===== config.mk =====
export PLATFORM = sky130hd
export DESIGN_NAME = instr_queue
export DESIGN_NICKNAME = d
export VERILOG_FILES = /design/src/rtl/instr_types_pkg.sv /design/src/rtl/instr_queue.sv
export SDC_FILE = /design/constraint.sdc
export NUM_CORES = 1
export LEC_CHECK = 0
export BUFFER_PORTS_ARGS = -buffer_cell sky130_fd_sc_hd__buf_4
export CORE_MARGIN = 3
export CORE_UTILIZATION = 50
export DETAILED_ROUTE_END_ITERATION = 16
export MAX_ROUTING_LAYER = met4
export PLACE_DENSITY = 0.78
export SYNTH_ARGS = -nofsm -noshare
export SYNTH_HDL_FRONTEND = slang
export SYNTH_SLANG_ARGS = --single-unit

===== constraint.sdc =====
create_clock -name CLK -period 3.89 [get_ports CLK]
set_input_delay 0.1945 -clock CLK [delete_from_list [all_inputs] [get_ports CLK]]
set_output_delay 0.1945 -clock CLK [all_outputs]
set_load 0.005 [all_outputs]

===== src/rtl/instr_types_pkg.sv =====
// Shared instruction/PC types for the fetch-to-dispatch path.
package instr_types_pkg;

  typedef logic [31:0] word_t;
  typedef logic [13:0] pc_t;

  // One instruction queue slot: the fetched word plus its PC and predicted next PC.
  typedef struct packed {
    word_t instr;
    pc_t   PC;
    pc_t   nPC;
  } iq_entry_t;

endpackage


===== src/rtl/instr_queue.sv =====
// Decoupling FIFO between fetch_unit and dispatch. Throttles fetch with a skid margin
// and discards everything on a resolved redirect.
module instr_queue
  import instr_types_pkg::*;
#(
  parameter int IQ_DEPTH     = 8,
  parameter int SKID         = 2,
  parameter int LOG_IQ_DEPTH = $clog2(IQ_DEPTH)
) (
  input  logic                    CLK,
  input  logic                    nRST,
  input  logic                    fetch_ivalid,
  input  logic [31:0]             fetch_instr,
  input  logic [13:0]             fetch_PC,
  input  logic [13:0]             fetch_nPC,
  input  logic                    flush,
  input  logic                    dispatch_ready,
  output logic                    dispatch_valid,
  output logic [31:0]             dispatch_instr,
  output logic [13:0]             dispatch_PC,
  output logic [13:0]             dispatch_nPC,
  output logic                    stall_fetch_unit,
  output logic [LOG_IQ_DEPTH:0]   iq_count,
  output logic                    iq_overflow
);

  localparam logic [LOG_IQ_DEPTH:0] FULL_COUNT  = (LOG_IQ_DEPTH+1)'(IQ_DEPTH);
  localparam logic [LOG_IQ_DEPTH:0] STALL_COUNT = (LOG_IQ_DEPTH+1)'(IQ_DEPTH - SKID);

  iq_entry_t                 entries [IQ_DEPTH];
  logic [LOG_IQ_DEPTH-1:0]   head, tail;
  logic [LOG_IQ_DEPTH-1:0]   head_next, tail_next;
  logic [LOG_IQ_DEPTH:0]     count, count_next;
  logic                      full, enq, deq, drop_full;
  iq_entry_t                 head_entry;

  assign full      = (count == FULL_COUNT);
  assign deq       = dispatch_valid & dispatch_ready;
  // A full queue still accepts when the head leaves in the same cycle.
  assign enq       = fetch_ivalid & ~flush & (~full | deq);
  assign drop_full = fetch_ivalid & ~flush & full & ~deq;

  always_comb begin
    head_next  = head;
    tail_next  = tail;
    count_next = count;
    if (flush) begin
      head_next  = '0;
      tail_next  = '0;
      count_next = '0;
    end else begin
      if (deq) head_next = head + 1'b1;
      if (enq) tail_next = tail + 1'b1;
      if (enq && !deq)
        count_next = count + 1'b1;
      else if (deq && !enq)
        count_next = count - 1'b1;
    end
  end

  always_ff @(posedge CLK, negedge nRST) begin
    if (!nRST) begin
      head  <= '0;
      tail  <= '0;
      count <= '0;
    end else begin
      head  <= head_next;
      tail  <= tail_next;
      count <= count_next;
    end
  end

  // Entries survive a flush; only the pointers forget them.
  always_ff @(posedge CLK, negedge nRST) begin
    if (!nRST) begin
      for (int i = 0; i < IQ_DEPTH; i++)
        entries[i] <= '0;
    end else if (enq) begin
      entries[tail] <= '{instr: fetch_instr, PC: fetch_PC, nPC: fetch_nPC};
    end
  end

  always_ff @(posedge CLK, negedge nRST) begin
    if (!nRST)
      iq_overflow <= 1'b0;
    else if (drop_full)
      iq_overflow <= 1'b1;
  end

  assign head_entry       = entries[head];
  assign dispatch_valid   = (count != '0);
  assign dispatch_instr   = head_entry.instr;
  assign dispatch_PC      = head_entry.PC;
  assign dispatch_nPC     = head_entry.nPC;
  assign stall_fetch_unit = (count >= STALL_COUNT);
  assign iq_count         = count;

endmodule

==> results.json <==
{
  "setup_tns_ns": 0,
  "power.density_nw_per_um2": 650.2,
  "insertion_delay_ns": 0.60,
  "cts_tree": "done",
  "power_mw": 17.22,
  "nets": 1570,
  "synth_flop_cell": "dfrtp_1",
  "status": "finished, final reports clean",
  "finClkSkew_ns": 0.02554,
  "cp_data_required_time_ns": 3.70,
  "drv_cap": 0,
  "clk_pin_slew_ns": 0.06,
  "worst_pin_slew_ns": 1.144,
  "yosys_register_bits": 491,
  "pin_count": 132,
  "p_leak_nw": 12.35,
  "max_freq_ghz": 0.3276,
  "drtAntennaViolNets": 0,
  "synth_common_cells": "dfrtp_1 (491), mux2_2 (440), mux4_2 (120)",
  "drc": 0,
  "synth-async-reset-ratio": 1.000,
  "synth-edff-count": 0,
  "synth-seq-area-share": 0.5394,
  "num_rows": 77,
  "hold_violations": 0,
  "rr_worst_depth": 5,
  "r2r_setup_slack_ns": 1.17,
  "r2r_start": "iq_count[1]$_DFFE_PN0P_",
  "r2r-end": "entries[294]$_DFFE_PN0P_",
  "hpwl_mm": 27.73,
  "yosys_warnings": 0,
  "setup_viol_count_final": 0,
  "grt_pass1_wl_mm": 77.29,
  "met3WireLength_mm": 1.530,
  "dr.pass1.iters": 4,
  "grt.overflow.total": 0,
  "avgRoutedWirePerCell_um": 22.41,
  "yosysMostFrequentCell": "dfrtp_1",
  "fillers": 3249,
  "hold_path.class": "input pin to asynchronous set/reset pin",
  "synth_top_area_frac": 0.5394,
  "die_x_um": 219.4,
  "met1_length_mm": 21.10,
  "synth_cells": 1315,
  "synth_area_leaders": "dfrtp_1 (54%), mux2_2 (22%), mux4_2 (12%), mux2_4 (6.6%), buf_12 (1.1%)",
  "slew_headroom": 0.2370,
  "root_buffer": "clkbuf_16",
  "track_usage": 0.2123,
  "drtIter0Drc": 585,
  "timing.final.ws_setup_ns": 0.8373,
  "die_h_um": 219.4,
  "worstSetupStartpointType": "register",
  "cts_sinks": 491,
  "fin_crit_sh": 0.7848,
  "cts_setup_buffers": 0,
  "drive_gt1_frac": 0.5932,
  "syn_nets": 1385,
  "routed-wl-met2_mm": 24.08,
  "grt_pass1_vias": 13550,
  "core_um2": 44610,
  "vias": 12120,
  "finalWirelength_mm": 47.66,
  "synth_top_area_cell": "dfrtp_1",
  "vias_per_cell": 5.698,
  "die-area_um2": 48150,
  "peakVddDrop_uv": 370.7,
  "fin_crit_ns": 3.053,
  "avgSynthCellArea_um2": 17.32,
  "worst-endpoint-arrival_ns": 2.86,
  "cts_buffers": 51,
  "initial_core_util": 0.5106,
  "endpoint_kind": "primary output",
  "path_max_fanout": 25,
  "max-clock-path-buffers": 3,
  "rsz0062_at_grt": "no",
  "syn_area_um2": 22780,
  "dp_slack_ns": 1.192,
  "top_layer": "met4",
  "port_buffers": 131,
  "drv_slew": 0,
  "synth.distinct_cells": 45,
  "syn_to_final_growth_pct": 16.31,
  "grt_max_degree": 107,
  "grt_antenna_before_repair": 1,
  "htreeDepth": 2,
  "place_congestion": 0.7513,
  "critPathKind": "register to primary output"
}
-- kinds of logic after synthesis --
| family | after synthesis | synth area share |
|---|---|---|
| simple gates | 40 | 0.009998 |
| buf+inv | 94 | 0.03570 |
| compound gates | 14 | 0.005273 |
| flops | 491 | 0.5394 |
| fa+ha+maj | 5 | 0.003076 |
| mux | 664 | 0.4038 |
| xor+xnor | 7 | 0.002692 |
-- cells in the final DEF, fill, tap and decap left out, drive strengths merged, types with 4 or more instances in the layout --
master	Yosys	final
mux4	120	120
clkinv	0	7
inv	4	4
buf	59	158
nand2b	4	4
ha	4	4
nand2	6	6
nor2	15	15
xnor2	4	4
mux2i	4	4
bufinv	0	4
nand3	5	5
dlygate4sd3	0	64
mux2	540	540
nor3	4	4
dfrtp	491	491
clkbuf	31	76
-- power by group --
part           total, mW  switching (mW)  leakage [nW]  internal (mW)
sequential          7.13           0.790          6.47           6.34
combinational       5.15            1.83          5.04           3.32
clock               4.94            1.99         0.838           2.95
total               17.2            4.61          12.4           12.6
-- flip-flops by register name, indices dropped and copies added, names as in the netlist --
register / flops
tail: 3
iq_overflow: 1
iq_count: 4
entries: 480
head: 3
-- worst max-delay path: stages (launching register included) --
cell,delay [ns]
dfrtp_4,0.82
buf_4,0.42
mux4_2,0.54
mux2_2,0.32
buf_4,0.15
-- metal layers --
layer	global-route usage	up-vias
met5	-	-
met4	0.05487	0
met3	0.02797	76
met2	0.3526	182
met1	0.2793	6554
li1	-	5307
-- final cells by class --
| class | instances | area [um^2] | area share |
|---|---|---|---|
| diodes | 1 | 2.502 | 0.00009446 |
| clock buffers | 76 | 1520 | 0.05738 |
| clock inverters | 11 | 181.4 | 0.006848 |
| inverters | 4 | 15.01 | 0.0005667 |
| multi-input cells | 730 | 9726 | 0.3671 |
| flip-flops and latches | 491 | 12300 | 0.4642 |
| well taps | 592 | 740.7 | 0.02796 |
| repair buffers | 222 | 2009 | 0.07585 |
-- worst max-delay path by stage --
stage | start | end | slack (ns) | depth (start not counted)
after global routing | head[0]$_DFFE_PN0P_ | dispatch_instr[24] | 0.67 | 4
after floorplan | iq_count[0]$_DFFE_PN0P_ | iq_count[3]$_DFFE_PN0P_ | 1.57 | 9
after global placement | flush | entries[269]$_DFFE_PN0P_ | 1.27 | 6
final | head[0]$_DFFE_PN0P_ | dispatch_instr[24] | 0.84 | 4
after detailed placement | iq_count[1]$_DFFE_PN0P_ | entries[284]$_DFFE_PN0P_ | 1.19 | 5
after CTS | head[0]$_DFFE_PN0P_ | dispatch_instr[24] | 0.75 | 4
-- metrics by stage --
| stage | std cells | util | hold slack [ns] | cell area, um^2 |
|---|---|---|---|---|
| 2_1_floorplan | 1315 | - | -0.1011 | 22780 |
| 3_3_place_gp | 1975 | 0.5414 | 0.3258 | 24150 |
| 3_5_place_dp | 1975 | 0.5414 | 0.3334 | 24150 |
| 4_1_cts | 2126 | 0.5939 | 0.2742 | 26490 |
| 5_1_grt | 2127 | 0.5939 | 0.3140 | 26490 |
| 6_report | 2127 | 0.5939 | 0.2408 | 26490 |
-- timing repair --
action                    4_1_cts  5_1_grt
hold endpoints to repair      591        0
hold buffers                   64        0
gates resized for setup         0        0
Note: power is estimated with default switching activity, not from simulation.
